File: config.mk
export PLATFORM = sky130hd
export DESIGN_NAME = multi_bullet_control
export DESIGN_NICKNAME = d
export VERILOG_FILES = /design/src/rtl/multi_bullet_control.sv
export SDC_FILE = /design/constraint.sdc
export NUM_CORES = 1
export LEC_CHECK = 0
export CORE_UTILIZATION = 55
export CTS_CLUSTER_DIAMETER = 60
export DETAILED_ROUTE_END_ITERATION = 8
export GPL_ROUTABILITY_DRIVEN = 0
export PLACE_DENSITY = 0.81
export SLEW_MARGIN = 40
export SYNTH_ARGS = -nofsm -noshare
export SYNTH_HDL_FRONTEND = slang
export SYNTH_SLANG_ARGS = --single-unit
export TNS_END_PERCENT = 5
File: constraint.sdc
create_clock -name clk -period 4 [get_ports clk]
set_input_delay 0.8 -clock clk [delete_from_list [all_inputs] [get_ports clk]]
set_output_delay 0.8 -clock clk [all_outputs]
set_load 0.01 [all_outputs]
File: src/rtl/multi_bullet_control.sv
// multi_bullet_control: manages a pool of player bullets.
// Fire is edge-triggered and gated by a cooldown timer. All live bullets
// step upward together at a fixed rate. Each slot is retired when it is hit
// or when it leaves the top of the screen. Enemy health drops by the number
// of valid hits in a cycle and saturates at zero.
module multi_bullet_control #(
    parameter int NUM_BULLETS  = 4,
    parameter int RATE_DIV     = 500000,
    parameter int COOLDOWN     = 2000000,
    parameter int PLAYER_WIDTH = 3,
    parameter int HP_W         = 3,
    parameter int HEALTH_INIT  = 7
) (
    input  logic                     clk,
    input  logic                     reset,
    input  logic                     play,
    input  logic                     load_level,
    input  logic                     fire,
    input  logic [7:0]               playerX,
    input  logic [6:0]               playerY,
    input  logic [NUM_BULLETS-1:0]   bullet_hit,
    output logic [NUM_BULLETS-1:0]   active,
    output logic [8*NUM_BULLETS-1:0] bulletX,
    output logic [7*NUM_BULLETS-1:0] bulletY,
    output logic                     move,
    output logic [HP_W-1:0]          health,
    output logic                     enemy_dead
);

    localparam int RATE_W = (RATE_DIV > 1) ? $clog2(RATE_DIV) : 1;
    localparam int CD_W   = (COOLDOWN > 0) ? $clog2(COOLDOWN + 1) : 1;
    localparam int CNT_W  = $clog2(NUM_BULLETS + 1);
    localparam int SUB_W  = (HP_W > CNT_W) ? HP_W : CNT_W;

    localparam logic [RATE_W-1:0] RATE_LAST = RATE_W'(RATE_DIV - 1);
    localparam logic [CD_W-1:0]   CD_LOAD   = CD_W'(COOLDOWN);
    localparam logic [HP_W-1:0]   HP_INIT   = HP_W'(HEALTH_INIT);
    localparam logic [7:0]        X_OFS     = 8'(PLAYER_WIDTH / 2);

    // Health never wraps: subtracting more hits than remain leaves zero.
    function automatic logic [HP_W-1:0] sat_sub(input logic [HP_W-1:0]  a,
                                                input logic [CNT_W-1:0] b);
        logic [SUB_W-1:0] aw;
        logic [SUB_W-1:0] bw;
        aw = SUB_W'(a);
        bw = SUB_W'(b);
        if (bw >= aw) begin
            return '0;
        end
        return HP_W'(aw - bw);
    endfunction

    logic [NUM_BULLETS-1:0]        active_q, active_d;
    logic [NUM_BULLETS-1:0][7:0]   x_q, x_d;
    logic [NUM_BULLETS-1:0][6:0]   y_q, y_d;
    logic                          move_q, move_d;
    logic [RATE_W-1:0]             rate_q, rate_d;
    logic [CD_W-1:0]               cd_q, cd_d;
    logic                          fire_q;
    logic [HP_W-1:0]               health_q, health_d;

    logic                          fire_rise;
    logic                          any_free;
    logic                          spawn;
    logic                          step;
    logic [NUM_BULLETS-1:0]        hit_vld;
    logic [NUM_BULLETS-1:0]        spawn_oh;
    logic [CNT_W-1:0]              hit_cnt;

    // Spawn, step and hit qualification all use the state at cycle start.
    assign fire_rise = fire & ~fire_q;
    assign any_free  = ~&active_q;
    assign spawn     = play & fire_rise & (cd_q == '0) & any_free & (playerY != 7'd0);
    assign step      = play & (|active_q) & (rate_q == RATE_LAST);
    assign hit_vld   = play ? (active_q & bullet_hit) : '0;

    // Select the lowest-index free slot as a one-hot mask.
    always_comb begin
        logic found;
        found    = 1'b0;
        spawn_oh = '0;
        for (int i = 0; i < NUM_BULLETS; i++) begin
            if (!active_q[i] && !found) begin
                spawn_oh[i] = 1'b1;
                found       = 1'b1;
            end
        end
    end

    // Count the valid hits in this cycle.
    always_comb begin
        hit_cnt = '0;
        for (int i = 0; i < NUM_BULLETS; i++) begin
            hit_cnt = hit_cnt + CNT_W'(hit_vld[i]);
        end
    end

    // Per-slot next state. A hit takes priority over a step. A spawn only
    // targets a slot that was free at cycle start, so it cannot collide with
    // a hit or step on the same slot.
    always_comb begin
        active_d = active_q;
        x_d      = x_q;
        y_d      = y_q;
        for (int i = 0; i < NUM_BULLETS; i++) begin
            if (hit_vld[i]) begin
                active_d[i] = 1'b0;
                x_d[i]      = 8'd0;
                y_d[i]      = 7'd0;
            end else if (step && active_q[i]) begin
                if (y_q[i] == 7'd0) begin
                    active_d[i] = 1'b0;
                    x_d[i]      = 8'd0;
                    y_d[i]      = 7'd0;
                end else begin
                    y_d[i] = y_q[i] - 7'd1;
                end
            end else if (spawn && spawn_oh[i]) begin
                active_d[i] = 1'b1;
                x_d[i]      = playerX + X_OFS;
                y_d[i]      = playerY - 7'd1;
            end
        end
    end

    // Rate divider, cooldown timer, health and the move pulse.
    always_comb begin
        rate_d   = rate_q;
        cd_d     = cd_q;
        health_d = sat_sub(health_q, hit_cnt);
        move_d   = step;
        if (play) begin
            if (!(|active_q) || rate_q == RATE_LAST) begin
                rate_d = '0;
            end else begin
                rate_d = rate_q + RATE_W'(1);
            end
            if (spawn) begin
                cd_d = CD_LOAD;
            end else if (cd_q != '0) begin
                cd_d = cd_q - CD_W'(1);
            end
        end
    end

    // State registers. A level load re-initialises everything, just like reset.
    always_ff @(posedge clk or posedge reset) begin
        if (reset) begin
            active_q <= '0;
            x_q      <= '0;
            y_q      <= '0;
            move_q   <= 1'b0;
            rate_q   <= '0;
            cd_q     <= '0;
            fire_q   <= 1'b0;
            health_q <= HP_INIT;
        end else if (load_level) begin
            active_q <= '0;
            x_q      <= '0;
            y_q      <= '0;
            move_q   <= 1'b0;
            rate_q   <= '0;
            cd_q     <= '0;
            fire_q   <= 1'b0;
            health_q <= HP_INIT;
        end else begin
            active_q <= active_d;
            x_q      <= x_d;
            y_q      <= y_d;
            move_q   <= move_d;
            rate_q   <= rate_d;
            cd_q     <= cd_d;
            fire_q   <= fire;
            health_q <= health_d;
        end
    end

    assign active     = active_q;
    assign bulletX    = x_q;
    assign bulletY    = y_q;
    assign move       = move_q;
    assign health     = health_q;
    assign enemy_dead = (health_q == '0);

endmodule
==> results of run 1 <==
[report_power, final]
group | switching [mW] | internal [mW]
Sequential | 0.122 | 1.20
Combinational | 0.628 | 0.403
Clock | 0.375 | 0.291
Total | 1.12 | 1.90
[cells in the mapped netlist, types with 5 or more instances]
| master | number |
|---|---|
| a211oi_1 | 12 |
| a21oi_1 | 20 |
| a31oi_1 | 8 |
| and3_1 | 6 |
| buf_2 | 7 |
| clkbuf_1 | 18 |
| dfrtp_1 | 106 |
| ha_1 | 15 |
| inv_1 | 33 |
| mux2i_1 | 7 |
| nand2_1 | 55 |
| nand2b_1 | 8 |
| nand3_1 | 41 |
| nand4_1 | 15 |
| nand4b_1 | 5 |
| nor2_1 | 70 |
| nor3_1 | 23 |
| nor4_1 | 9 |
| o211ai_1 | 8 |
| o21ai_0 | 38 |
| o22ai_1 | 6 |
| o31ai_1 | 18 |
| or3_1 | 12 |
| or4_1 | 7 |
| xnor2_1 | 22 |
| xor2_1 | 19 |
[tightest hold or removal path: cells and delay by family (launching register included)]
kind	cells	cell delay (ps)
DFF	1	350
AOI/OAI and AO/OA	1	60
and+or+nand+nor	1	40
[cell type report]
type	count	area share, %
clock inverter	4	0.6885
timing repair buffer	108	13.97
clock buffer	12	1.814
tap	140	2.351
sequential	109	36.66
inverter	33	1.696
multi-input combinational	492	42.82
[state kept, by name, indices dropped and copies added (netlist names)]
signal   count
active       4
bulletX     32
bulletY     28
cd_q        21
fire_q       1
health       3
move         1
rate_q      19
[through the flow]
step / util [%] / power [mW] / instances / hold WS (ps)
finish: 68.43 / 3.023 / 898 / 490.5
global route: 68.43 / 3.203 / 898 / 516.5
CTS: 68.43 / 3.023 / 898 / 491.8
detailed placement: 66.72 / 2.361 / 882 / 469.8
global placement: 66.72 / 2.331 / 882 / 463.8
floorplan: - / 2.122 / 663 / 467.1
[routing by layer]
layer | track usage [%] | vias to the layer above | routed length, microns
met5 | 0 | - | 0
met4 | 14.97 | 0 | 485
met3 | 4.822 | 39 | 1206
li1 | - | 2595 | -
met2 | 50.23 | 248 | 8127
met1 | 38.64 | 2710 | 6573
[final timing paths]
check | end | slack [ps] | depth (start not counted)
worst max-delay path | health[1] | 740 | 12
worst min-delay path | bulletX[0] | 490 | 2
worst max register to register | health[1] | 990 | 11
worst min register to register | bulletX[0] | 490 | 2
max in group asynchronous | cd_q[12] | 2410 | 3
min in group asynchronous | bulletX[10] | 850 | 2
[logic make-up after synthesis]
family / Yosys count / synth area share, %
compound gates: 140 / 15.52
xor+xnor: 41 / 5.816
fa+ha+maj: 17 / 3.688
buf+inv: 62 / 4.093
flops: 109 / 44.24
mux: 8 / 1.378
simple gates: 286 / 25.27
==> reports/results.txt, run 1 <==
Outcome = completed
CP peak stage delay = 610 ps
Resize count post-CTS = 0
DRC = 0
Syn_nets = 704
First-pass GRT wire length = 27.26 mm
CP Cell Sequence = clkdlybuf4s50_1, nand3_1, fa_1, inv_1, ha_1, ha_1, inv_1, ha_1, a21o_1, a21oi_1, a31oi_1, a21o_1
Area after DPL = 0.007264 sq mm
Slowest cell on the critical path = clkdlybuf4s50_1
WL final = 16.39 mm
Worst Tran Pin Value = 715.2 ps
Detailed Routing Iterations Pass 1 = 5
CP startpoint = bullet_hit[3]
Critical Path RT = 4330 ps
Initial core utilization = 56.71%
CP max FO = 2
Die Span Y = 108.0 microns
Fin area = 0.007451 sq mm
Pre-CTS worst setup slack = 340.0 ps
RSZ-0062 raised after global routing = no
Num CTS Buffers = 9
CP Capture Type = flop
Setup ws final = 737.3 ps
Pins over their slew limit = 0
Max Clock Skew = 8.881 ps
Congestion Overflow GR = 0
Asr flop ratio synth = 100.0%
Root Buffer = clkbuf_8
Main flop type after synthesis = dfrtp_1
H-Tree Depth = 3
TNS Setup = 0 ps
Post-CTS setup buffers = 0
DR vias = 5592
GR Util All Layers = 30.32%
PortBufs = 92
Maxcap violations = 0
P&R area growth vs syn = 20.67%
Worst slew margin = 52.09%
Number of enable flip-flop cells after synthesis = 0
RR Startpoint = active[0]
FP Rows = 38
#FFs+latches synth = 109
Core area = 0.01089 sq mm
Maximum VDD drop = 0.3704 mV
Initial antenna violation count = 0
Critical path type = primary input to flop
Post-Synthesis Cell Area = 0.006175 sq mm
Syn Area/Cell = 9.313 sq um
Hold Path Class = flop to flop
Hold Violations, Final = 0
Share of the synthesized area in the top cell type = 42.96%
Dpl hpwl = 12.37 mm
P_leak = 3.131 nW
# setup viols final = 0
CTS sink count = 109
Critical path startpoint category = primary input
Die width = 108.0 microns
Synth top area cells = dfrtp_1 43%, nor2_1 4.3%, nand2_1 3.3%
Most used cell, CP = ha_1
Ys Warns = 0
Most frequent cells in the layout = 106 x dfrtp_1, 92 x clkdlybuf4s50_1, 70 x nor2_1
Top cell type by total area after synthesis = dfrtp_1
Max Root-Sink Buffers = 2
FF/Latch Area = 0.002731 sq mm
Share of cells above drive strength 1 = 7.652%
CTS Hold Bufs = 0
Io pins = 93
Fin nets = 794
Drt via density = 6.227
Multi-input logic area = 0.003191 sq mm
Vias in the first global route = 5595
Fillers = 854
Die area = 0.01165 sq mm
Worst-path clk slew = 100 ps
HP Start = bulletX[0]
Post-route ant nets = 0
CP arrival = 3600 ps
Fin crit share = 81.57%
CTS tree = yes
Peak Freq = 0.3065 GHz
Pwr Density = 405.8 mW/mm^2
Post-DR wirelength/cell = 18.26 microns
# diodes = 0
Commonest non-fill, non-tap cell in the layout = dfrtp_1
Family with the most delay on the worst path = adder cells
Cells after synthesis = 663
Sequential element share of the synthesized area = 44.24%
Clock Latency Late Sink = 390 ps
1st-iter DRT viols = 385
Yosys cell types = 71
CP Buf/Inv Count = 3
Pin count of the biggest net entering global routing = 54
Crit path time final = 3263 ps
Note: power is estimated with default switching activity, not from simulation.
==> inputs of run 2 (changes only) <==
Clock period 4 ns to 3.33 ns, I/O delays scaled along.
==> reports/results.txt, run 2 (synthesized netlist as in run 1, its figures left out) <==
DRC = 0 (unchanged)
Num CTS Buffers = 9 (unchanged)
Reg2Reg Setup Slack = 470 ps (-520 ps)
Fin nets = 804 (+1.3%)
Reg-to-Reg End = bulletY[21]
Area after DPL = 0.007353 sq mm (+1.2%)
CTS tree = yes
PortBufs = 92 (unchanged)
Most frequent cells in the layout = 106 x dfrtp_1, 92 x clkdlybuf4s50_1, 70 x nor2_1
Die area = 0.01165 sq mm (unchanged)
Clock power frac = 22.2% (+0.2 points)
Hold Path Class = flop to flop
FP Rows = 38 (unchanged)
Pwr Density = 491.6 mW/mm^2 (+21%)
Detailed Routing Iterations Pass 1 = 5 (unchanged)
Worst-path clk slew = 110 ps (about the same)
Hold path cells = 2 (unchanged)
Post-DR wirelength/cell = 18.29 microns (+0.18%)
Initial antenna violation count = 0 (unchanged)
Pin count of the biggest net entering global routing = 110 (+100%)
WL final = 16.61 mm (+1.3%)
Io pins = 93 (unchanged)
# diodes = 0 (unchanged)
# setup viols final = 0 (unchanged)
Post-CTS setup buffers = 0 (unchanged)
Max Clock Skew = 18.31 ps (+9.427 ps)
Clock Latency Late Sink = 390 ps (about the same)
Fillers = 863 (+1.1%)
Pre-CTS worst setup slack = -168.0 ps (-508.0 ps)
Maxcap violations = 0 (unchanged)
RR Startpoint = cd_q[9]
1st-iter DRT viols = 389 (+1.0%)
Critical Path RT = 3650 ps (-680 ps)
Multi-input logic area = 0.003191 sq mm (unchanged)
CP max FO = 2 (unchanged)
Worst reg-to-reg path cell count = 7 (-4)
Worst slew margin = 51.18% (-0.91 points)
CP arrival = 3430 ps (-170 ps)
Worst Hold Path EP = bulletX[5]
Initial core utilization = 56.71% (unchanged)
Dpl hpwl = 12.33 mm (-0.30%)
CP Capture Type = flop
Outcome = completed
P_sw = 1.432 mW (+27%)
Switching share of power = 38.56% (+1.4 points)
Resize count post-CTS = 0 (unchanged)
FF/Latch Area = 0.002731 sq mm (unchanged)
Commonest non-fill, non-tap cell in the layout = dfrtp_1
Core area = 0.01089 sq mm (unchanged)
Hold Violations, Final = 0 (unchanged)
P_leak = 3.193 nW (+2.0%)
Maximum VDD drop = 0.3864 mV (+4.3%)
Worst hold slack = 499.9 ps (+9.451 ps)
Seq pwr share = 42.7% (-1.2 points)
Final cell count without fillers = 908 (+1.1%)
CTS Hold Bufs = 0 (unchanged)
Gate power share = 35.0% (+0.9 points)
HP Start = bulletX[5]
DR vias = 5662 (+1.3%)
Post-route ant nets = 0 (unchanged)
Root Buffer = clkbuf_8
Fin area = 0.007556 sq mm (+1.4%)
Critical path type = primary input to flop
P&R area growth vs syn = 22.37%
Placed Cells = 892 (+1.1%)
Vias in the first global route = 5605 (+0.18%)
Max reg flops = 32 (unchanged)
Max Root-Sink Buffers = 2 (unchanged)
Fin crit share = 93.48%
Share of cells above drive strength 1 = 9.245% (+1.6 points)
TNS Setup = 0 ps (unchanged)
Drt via density = 6.236 (+0.14%)
Critical path startpoint category = primary input
Setup ws final = 217.2 ps (-520.2 ps)
Die width = 108.0 microns (unchanged)
RSZ-0062 raised after global routing = no
First-pass GRT wire length = 27.58 mm (+1.2%)
Crit path time final = 3113 ps
P_int = 2.282 mW (+20%)
Worst Tran Pin Value = 725.6 ps (+10.35 ps)
Die Span Y = 108.0 microns (unchanged)
Peak Freq = 0.3213 GHz
Pins over their slew limit = 0 (unchanged)
GR Util All Layers = 30.11% (-0.21 points)
CTS sink count = 109 (unchanged)
H-Tree Depth = 3 (unchanged)
Congestion Overflow GR = 0 (unchanged)
## run 2: power groups by stage
stage          Combinational, mW  Sequential, mW  Clock (mW)
3_5_place_dp                1.27            1.61           0
4_1_cts                     1.28            1.58       0.833
5_1_grt                     1.45            1.61       0.879
6_report                    1.30            1.59       0.825
3_3_place_gp                1.24            1.60           0
2_1_floorplan              0.962            1.59           0
## run 2: layout make-up
cell class,instances,share of cell area (%)
multi-input combinational,492,42.23
sequential,109,36.15
timing repair buffer,118,14.94
tap,140,2.318
clock buffer,10,1.821
inverter,33,1.689
clock inverter,6,0.8611
## run 2: layer usage
| layer | up-vias | global-route usage, % | part of all wire, % |
|---|---|---|---|
| met5 | - | 0 | 0 |
| met4 | 0 | 10.57 | 2.6 |
| met3 | 46 | 6.329 | 7.3 |
| met2 | 254 | 49.18 | 48 |
| met1 | 2755 | 39.71 | 42 |
| li1 | 2607 | - | - |
## run 2: worst max-delay path, cell delays in order
cell and delay (ps):
clkdlybuf4s50_1 600, nand3_1 150, fa_1 510, inv_1 40
ha_1 170, ha_1 290, inv_1 50, ha_1 290
a21o_1 170, a21oi_1 200, a31oi_1 90, a21o_1 190
## run 2: worst max path at each step
stage / cells past startpoint / to / startpoint
final: 12 / health[1] / bullet_hit[3]
after global routing: 12 / health[2] / play
after global placement: 12 / health[1] / play
after CTS: 12 / health[1] / play
after floorplan: 13 / health[1] / play
after detailed placement: 12 / health[1] / play
## run 2: metrics by stage
step	utilization [%]	power [mW]
CTS	69.40	3.697
finish	69.40	3.714
global placement	67.54	2.839
global route	69.40	3.932
detailed placement	67.54	2.880
floorplan	-	2.549
